### src/rtl/vending_pkg.sv
// Shared definitions for the vending-machine controller: coin codes, coin values
// and the change dispenser state encoding.
package vending_pkg;

   typedef enum logic [1:0] {
      COIN_1  = 2'b00,
      COIN_5  = 2'b01,
      COIN_10 = 2'b10,
      COIN_50 = 2'b11
   } coin_t;

   localparam int unsigned VAL_1  = 1;
   localparam int unsigned VAL_5  = 5;
   localparam int unsigned VAL_10 = 10;
   localparam int unsigned VAL_50 = 50;

   typedef enum logic [1:0] {
      ST_IDLE   = 2'd0,
      ST_SELECT = 2'd1,
      ST_ISSUE  = 2'd2,
      ST_FINISH = 2'd3
   } disp_state_t;

   function automatic int unsigned coin_value(coin_t c);
      case (c)
         COIN_1:  return VAL_1;
         COIN_5:  return VAL_5;
         COIN_10: return VAL_10;
         default: return VAL_50;
      endcase
   endfunction

endpackage

### src/rtl/change_dispenser_if.sv
// Request, coin-ejector and status signals of the change dispenser.
interface change_dispenser_if #(
   parameter int W = 32
);
   logic         req_valid;
   logic [W-1:0] req_amount;
   logic         req_ready;
   logic         coin_valid;
   logic [1:0]   coin_sel;
   logic         coin_ack;
   logic         done;
   logic         short;
   logic [W-1:0] remaining;
   logic         refill;
   logic [3:0]   stock_empty;

   modport master (
      output req_valid, req_amount, coin_ack, refill,
      input  req_ready, coin_valid, coin_sel, done, short, remaining, stock_empty
   );

   modport slave (
      input  req_valid, req_amount, coin_ack, refill,
      output req_ready, coin_valid, coin_sel, done, short, remaining, stock_empty
   );
endinterface

### src/rtl/coin_stock.sv
// Stock counter for one coin denomination: loads INIT_STOCK on reset/refill,
// counts down once per ejected coin and flags empty. Saturates at zero.
module coin_stock #(
   parameter int STOCK_W    = 8,
   parameter int INIT_STOCK = 20
) (
   input  logic clk,
   input  logic reset,
   input  logic load,
   input  logic dec,
   output logic empty
);
   localparam logic [STOCK_W-1:0] INIT_VAL = STOCK_W'(INIT_STOCK);
   localparam logic [STOCK_W-1:0] ONE      = STOCK_W'(1);

   logic [STOCK_W-1:0] count;

   always_ff @(posedge clk or posedge reset) begin
      if (reset) begin
         count <= INIT_VAL;
      end else if (load) begin
         count <= INIT_VAL;
      end else if (dec && count != '0) begin
         count <= count - ONE;
      end
   end

   assign empty = (count == '0);
endmodule

### src/rtl/change_dispenser.sv
// Pays a change amount out one coin per handshake, largest denomination first,
// limited by per-denomination stock; reports any unpaid shortfall.
module change_dispenser
   import vending_pkg::*;
#(
   parameter int W          = 32,
   parameter int STOCK_W    = 8,
   parameter int INIT_STOCK = 20
) (
   input logic                clk,
   input logic                reset,
   change_dispenser_if.slave  bus
);
   disp_state_t  state;
   logic [W-1:0] remaining_q;
   coin_t        sel_q;
   logic         req_ready_q;
   logic         coin_valid_q;
   logic         done_q;
   logic         short_q;

   logic [3:0]   empty;
   logic [3:0]   dec;
   logic         refill_en;
   coin_t        pick;
   logic         found;

   function automatic logic [W-1:0] coin_amount(coin_t c);
      return W'(coin_value(c));
   endfunction

   assign refill_en = bus.refill && (state == ST_IDLE);

   always_comb begin
      dec = '0;
      if (state == ST_ISSUE && bus.coin_ack) begin
         dec[sel_q] = 1'b1;
      end
   end

   coin_stock #(.STOCK_W(STOCK_W), .INIT_STOCK(INIT_STOCK)) u_stock1 (
      .clk(clk), .reset(reset), .load(refill_en), .dec(dec[COIN_1]), .empty(empty[COIN_1])
   );
   coin_stock #(.STOCK_W(STOCK_W), .INIT_STOCK(INIT_STOCK)) u_stock5 (
      .clk(clk), .reset(reset), .load(refill_en), .dec(dec[COIN_5]), .empty(empty[COIN_5])
   );
   coin_stock #(.STOCK_W(STOCK_W), .INIT_STOCK(INIT_STOCK)) u_stock10 (
      .clk(clk), .reset(reset), .load(refill_en), .dec(dec[COIN_10]), .empty(empty[COIN_10])
   );
   coin_stock #(.STOCK_W(STOCK_W), .INIT_STOCK(INIT_STOCK)) u_stock50 (
      .clk(clk), .reset(reset), .load(refill_en), .dec(dec[COIN_50]), .empty(empty[COIN_50])
   );

   // Largest coin that both fits in the remaining amount and is still in stock.
   always_comb begin
      found = 1'b1;
      pick  = COIN_1;
      if (remaining_q >= coin_amount(COIN_50) && !empty[COIN_50]) begin
         pick = COIN_50;
      end else if (remaining_q >= coin_amount(COIN_10) && !empty[COIN_10]) begin
         pick = COIN_10;
      end else if (remaining_q >= coin_amount(COIN_5) && !empty[COIN_5]) begin
         pick = COIN_5;
      end else if (remaining_q >= coin_amount(COIN_1) && !empty[COIN_1]) begin
         pick = COIN_1;
      end else begin
         found = 1'b0;
      end
   end

   always_ff @(posedge clk or posedge reset) begin
      if (reset) begin
         state        <= ST_IDLE;
         remaining_q  <= '0;
         sel_q        <= COIN_1;
         req_ready_q  <= 1'b1;
         coin_valid_q <= 1'b0;
         done_q       <= 1'b0;
         short_q      <= 1'b0;
      end else begin
         done_q <= 1'b0;
         case (state)
            ST_IDLE: begin
               if (bus.req_valid) begin
                  remaining_q <= bus.req_amount;
                  short_q     <= 1'b0;
                  req_ready_q <= 1'b0;
                  state       <= (bus.req_amount == '0) ? ST_FINISH : ST_SELECT;
               end
            end
            ST_SELECT: begin
               if (found) begin
                  sel_q        <= pick;
                  coin_valid_q <= 1'b1;
                  state        <= ST_ISSUE;
               end else begin
                  short_q <= 1'b1;
                  state   <= ST_FINISH;
               end
            end
            ST_ISSUE: begin
               if (bus.coin_ack) begin
                  remaining_q  <= remaining_q - coin_amount(sel_q);
                  coin_valid_q <= 1'b0;
                  state        <= (remaining_q == coin_amount(sel_q)) ? ST_FINISH : ST_SELECT;
               end
            end
            default: begin
               // done lands in the first IDLE cycle after FINISH
               done_q      <= 1'b1;
               req_ready_q <= 1'b1;
               state       <= ST_IDLE;
            end
         endcase
      end
   end

   assign bus.req_ready   = req_ready_q;
   assign bus.coin_valid  = coin_valid_q;
   assign bus.coin_sel    = sel_q;
   assign bus.done        = done_q;
   assign bus.short       = short_q;
   assign bus.remaining   = remaining_q;
   assign bus.stock_empty = empty;
endmodule

### src/flat_wrapper.sv
// flat-port wrapper written by rule: the top's interface ports become plain ports
module change_dispenser_flat import vending_pkg::*;
#(
   parameter int W          = 32,
   parameter int STOCK_W    = 8,
   parameter int INIT_STOCK = 20
)
  (clk, reset, bus_req_valid, bus_req_amount, bus_coin_ack, bus_refill, bus_req_ready, bus_coin_valid, bus_coin_sel, bus_done, bus_short, bus_remaining, bus_stock_empty);
  change_dispenser_if #(.W(W)) bus_i ();
  input logic clk;
  input logic reset;
  input wire logic [$bits(bus_i.req_valid)-1:0] bus_req_valid;
  input wire logic [$bits(bus_i.req_amount)-1:0] bus_req_amount;
  input wire logic [$bits(bus_i.coin_ack)-1:0] bus_coin_ack;
  input wire logic [$bits(bus_i.refill)-1:0] bus_refill;
  output wire logic [$bits(bus_i.req_ready)-1:0] bus_req_ready;
  output wire logic [$bits(bus_i.coin_valid)-1:0] bus_coin_valid;
  output wire logic [$bits(bus_i.coin_sel)-1:0] bus_coin_sel;
  output wire logic [$bits(bus_i.done)-1:0] bus_done;
  output wire logic [$bits(bus_i.short)-1:0] bus_short;
  output wire logic [$bits(bus_i.remaining)-1:0] bus_remaining;
  output wire logic [$bits(bus_i.stock_empty)-1:0] bus_stock_empty;
  assign bus_i.req_valid = bus_req_valid;
  assign bus_i.req_amount = bus_req_amount;
  assign bus_i.coin_ack = bus_coin_ack;
  assign bus_i.refill = bus_refill;
  assign bus_req_ready = bus_i.req_ready;
  assign bus_coin_valid = bus_i.coin_valid;
  assign bus_coin_sel = bus_i.coin_sel;
  assign bus_done = bus_i.done;
  assign bus_short = bus_i.short;
  assign bus_remaining = bus_i.remaining;
  assign bus_stock_empty = bus_i.stock_empty;
  change_dispenser #(.W(W), .STOCK_W(STOCK_W), .INIT_STOCK(INIT_STOCK)) u_core (.clk(clk), .reset(reset), .bus(bus_i));
endmodule
### config.mk
export PLATFORM = sky130hd
export DESIGN_NAME = change_dispenser_flat
export DESIGN_NICKNAME = d
export VERILOG_FILES = /design/src/rtl/vending_pkg.sv /design/src/rtl/change_dispenser_if.sv /design/src/rtl/coin_stock.sv /design/src/rtl/change_dispenser.sv /design/src/flat_wrapper.sv
export SDC_FILE = /design/constraint.sdc
export NUM_CORES = 1
export LEC_CHECK = 0
export BUFFER_PORTS_ARGS = -buffer_cell sky130_fd_sc_hd__buf_2
export CAP_MARGIN = 20
export CELL_PAD_IN_SITES_DETAIL_PLACEMENT = 0
export CELL_PAD_IN_SITES_GLOBAL_PLACEMENT = 1
export CORE_ASPECT_RATIO = 0.9
export CORE_UTILIZATION = 40
export DETAILED_ROUTE_END_ITERATION = 12
export PLACE_DENSITY = 0.81
export SKIP_LAST_GASP = 1
export SLEW_MARGIN = 20
export SYNTH_ARGS = -nofsm -noshare
export SYNTH_HDL_FRONTEND = slang
export SYNTH_SLANG_ARGS = --single-unit
### constraint.sdc
create_clock -name clk -period 3.3 [get_ports clk]
set_clock_uncertainty 0.1 [all_clocks]
set_input_delay 0.495 -clock clk [delete_from_list [all_inputs] [get_ports clk]]
set_output_delay 0.495 -clock clk [all_outputs]
set_load 0.005 [all_outputs]
==> summary.md <==
| Metric | Value |
|---|---|
| Die Wd | 114 um |
| Area delta synth->final | 19.5% |
| Wl on met1 | 6060 um |
| Register-to-Register Setup Slack | 320 ps |
| Worst-case vdd ir drop | 0.461 mV |
| Depth of the worst register-to-register path | 6 |
| Topmost layer with routed signal wires | met4 |
| DRT iter0 DRCs | 248 |
| Met2 wire len | 5750 um |
| Area of the multi-input gates | 2500 um^2 |
| Predominant post-synthesis flop cell | dfrtp_1 |
| Psw | 2.07 mW |
| Fin. max-slew vios | 0 |
| Kind of critical path | register to register |
| Gate count after technology mapping | 523 |
| Core area | 10900 um^2 |
| Fraction of final layout cells with drive strength greater than 1 | 0.216 |
| PD cells | 890 nW/um^2 |
| Number of flip-flops and latches in the synthesized netlist | 72 |
| Crit path required time | 3410 ps |
| Placed cell count | 738 |
| CTS sink count | 72 |
| Core occupancy in the finished layout | 0.496 |
| Sequential cell area | 1810 um^2 |
| Maxcap violations | 0 |
| Reg power frac | 0.331 |
| I/O pin cnt | 79 |
| Total GRT Usage | 0.218 |
| Total leakage power | 2.22 nW |
| Number of port buffers | 78 |
| Sequential element share of the synthesized area | 0.400 |
| Antenna violations before repair | 0 |
| Comb power frac | 0.459 |
| Proportion of synthesized flip-flops having asynchronous set or reset | 1.00 |
| Post-layout net count | 653 |
| Sum Neg Setup Slack | 0 ps |
| Result of the run | finished, final reports clean |
| Area of all placed cells without fillers | 5410 um^2 |
| Kind of start point of the critical path | register |
| Post-placement cell area | 5100 um^2 |
| Max Root-Sink Buffers | 2 |
| Final GP Congestion | 0.879 |
| Worst-skew pair later-pin latency | 330 ps |
| RSZ-0062 raised after global routing | false |
| ANT nets after route | 0 |
| Post-CTS repair timing setup buffer count | 0 |
| Data arrival, critical path | 3090 ps |
| Filler Cell Count | 1081 |
| Element type at the critical path end | register |
| Mean area per synthesized cell | 8.66 um^2 |
| Number of warnings reported in the yosys synthesis log | 0 |
| Post-synthesis instance area | 4530 um^2 |
| Most common cell after layout, fill and taps aside | buf_2 |
| Initial Util | 0.415 |
| Non-filler cells, final | 754 |
| Maximum fanout along the worst path | 9 |
| Hold buffer count at CTS | 0 |
| Maximum number of pins on one net before global-route repair | 73 |
| Fmax achieved | 336 MHz |
| Final worst path period share | 0.903 |
| Pin slew with the least headroom to its limit | 948 ps |
| Post-detail-place hpwl | 8980 um |
| Vias in the first global route | 3822 |
| Switching share of power | 0.430 |
| Chip Height | 103 um |
| Drt drc | 0 |
| Root buffer cell | clkbuf_16 |
| Hold/Removal Path Class | input port to asynchronous set/reset pin |
| Hold Fails Final Rpt | 0 |
| Setup violation total in the final timing report | 0 |
| CTS tree | yes |
| Clock-pin slew of the registers on the worst-case setup and hold paths | 60 ps |
| Inserted Clock Buffers | 9 |
| WL met3 | 696 um |
| Final worst path period need | 2980 ps |
| Overall overflow remaining after global route | 0 |
| Worst max-slew margin expressed relative to the limit | 0.368 |
| Synthesized netlist net count | 579 |
| Length of the first detailed-routing pass in iterations | 4 |
| Count of distinct cell types in the synthesized netlist | 57 |
| Wirelength, routed | 12700 um |
| Average vias per placed instance | 5.63 |
| Commonest cells after routing, fill and taps aside | buf_2 (78), dfrtp_1 (63), nand2_1 (58), nor2_1 (52), a21oi_1 (34) |
| Number of H-tree levels | 3 |
| Site Rows | 36 |
| Antenna diode count | 0 |
| Global-route wire length before repair | 19800 um |
| Die area | 11800 um^2 |
| Cell-internal power | 2.74 mW |
| Drt wl/cell | 16.8 um |
| Part of the total power dissipated in the clock network | 0.210 |
| Vias after detailed routing | 4243 |
| EDFF count, synth | 0 |
==> power by group through the flow <==
stage,combinational [mW],clock [mW],sequential (mW)
2_1_floorplan,1.47,0,1.51
3_3_place_gp,2.14,0,1.57
3_5_place_dp,2.18,0,1.59
4_1_cts,2.20,1.03,1.58
5_1_grt,2.47,1.06,1.64
6_report,2.21,1.01,1.59
==> layout make-up <==
| type | count | area share |
|---|---|---|
| Clock inverter | 4 | 0.00948 |
| Tap cell | 152 | 0.0351 |
| Sequential cell | 72 | 0.335 |
| Clock buffer | 12 | 0.0474 |
| Multi-Input combinational cell | 395 | 0.462 |
| Inverter | 26 | 0.0180 |
| Timing Repair Buffer | 93 | 0.0929 |
==> synth_stat cells, types with 4 or more instances <==
cell type	number	area, um^2
dfrtp_1	63	1580
nand2_1	58	218
nor2_1	53	199
a21oi_1	34	170
inv_1	26	97.6
clkbuf_1	19	71.3
o21ai_0	19	95.1
ha_1	18	225
nor3_1	18	90.1
nor4_1	18	113
xnor2_1	17	149
a2bb2oi_1	12	105
xor2_1	12	105
dfstp_2	9	236
nand3_1	9	45.0
o22ai_1	9	56.3
o211ai_1	8	60.1
and3_1	6	37.5
nand2b_1	6	37.5
nand4_1	6	37.5
o31ai_1	6	45.0
or3_1	6	37.5
or4_1	6	45.0
a211oi_1	5	37.5
a311oi_1	4	35.0
a31oi_1	4	25.0
a32oi_1	4	35.0
buf_1	4	15.0
buf_4	4	30.0
mux2i_1	4	40.0
nor2b_1	4	25.0
o21a_1	4	30.0
o311ai_0	4	35.0
==> cell families after synthesis <==
family | share of synthesized area
AO/OA/AOI/OAI | 0.205
flip-flops | 0.400
XOR/XNOR | 0.0561
adder cells (fa/ha/maj) | 0.0542
buffers and inverters | 0.0506
AND/OR/NAND/NOR | 0.222
multiplexers | 0.0113
==> worst max-delay path, stage by stage (launching register included) <==
cell and delay [ps]:
dfrtp_1 460, or4_1 590, or2_1 270, or4b_1 640, or2_1 360, o32ai_1 320
a21oi_1 100
==> registers in the layout, summed over array words and instances (netlist names), 2 cells and up <==
name	cells
u_core.bus.remaining	32
u_core.state	2
u_core.u_stock10.count	8
u_core.bus.coin_sel	2
u_core.u_stock5.count	8
u_core.u_stock50.count	8
u_core.u_stock1.count	8
==> metal layers <==
| layer | vias up | track usage |
|---|---|---|
| met5 | - | 0 |
| met4 | 0 | 0.0689 |
| met3 | 13 | 0.0417 |
| met2 | 125 | 0.334 |
| met1 | 2048 | 0.310 |
| li1 | 2057 | - |
==> final timing paths <==
kind	from	end
setup / recovery	u_core.bus.remaining[8]	u_core.bus.remaining[27]
hold / removal	reset	u_core.bus.remaining[6]
setup reg to reg	u_core.bus.remaining[8]	u_core.bus.remaining[27]
hold reg to reg	u_core.bus.req_ready	u_core.bus.req_ready
max in group asynchronous	reset	u_core.bus.remaining[1]
min in group clk	bus_req_amount[10]	u_core.bus.remaining[10]
==> through the flow <==
stage | hold WS (ps) | setup WS [ps] | total power [mW]
6_report | 342 | 320 | 4.82
5_1_grt | 350 | 89.0 | 5.17
4_1_cts | 351 | 72.9 | 4.81
3_5_place_dp | 387 | 115 | 3.77
3_3_place_gp | 384 | 282 | 3.71
2_1_floorplan | 382 | 423 | 2.99
==> what timing repair did <==
action	4_1_cts	5_1_grt
gates resized for setup	0	1
hold endpoints to repair	0	0
setup endpoints to repair	0	3
Note: power is estimated with default switching activity, not from simulation.
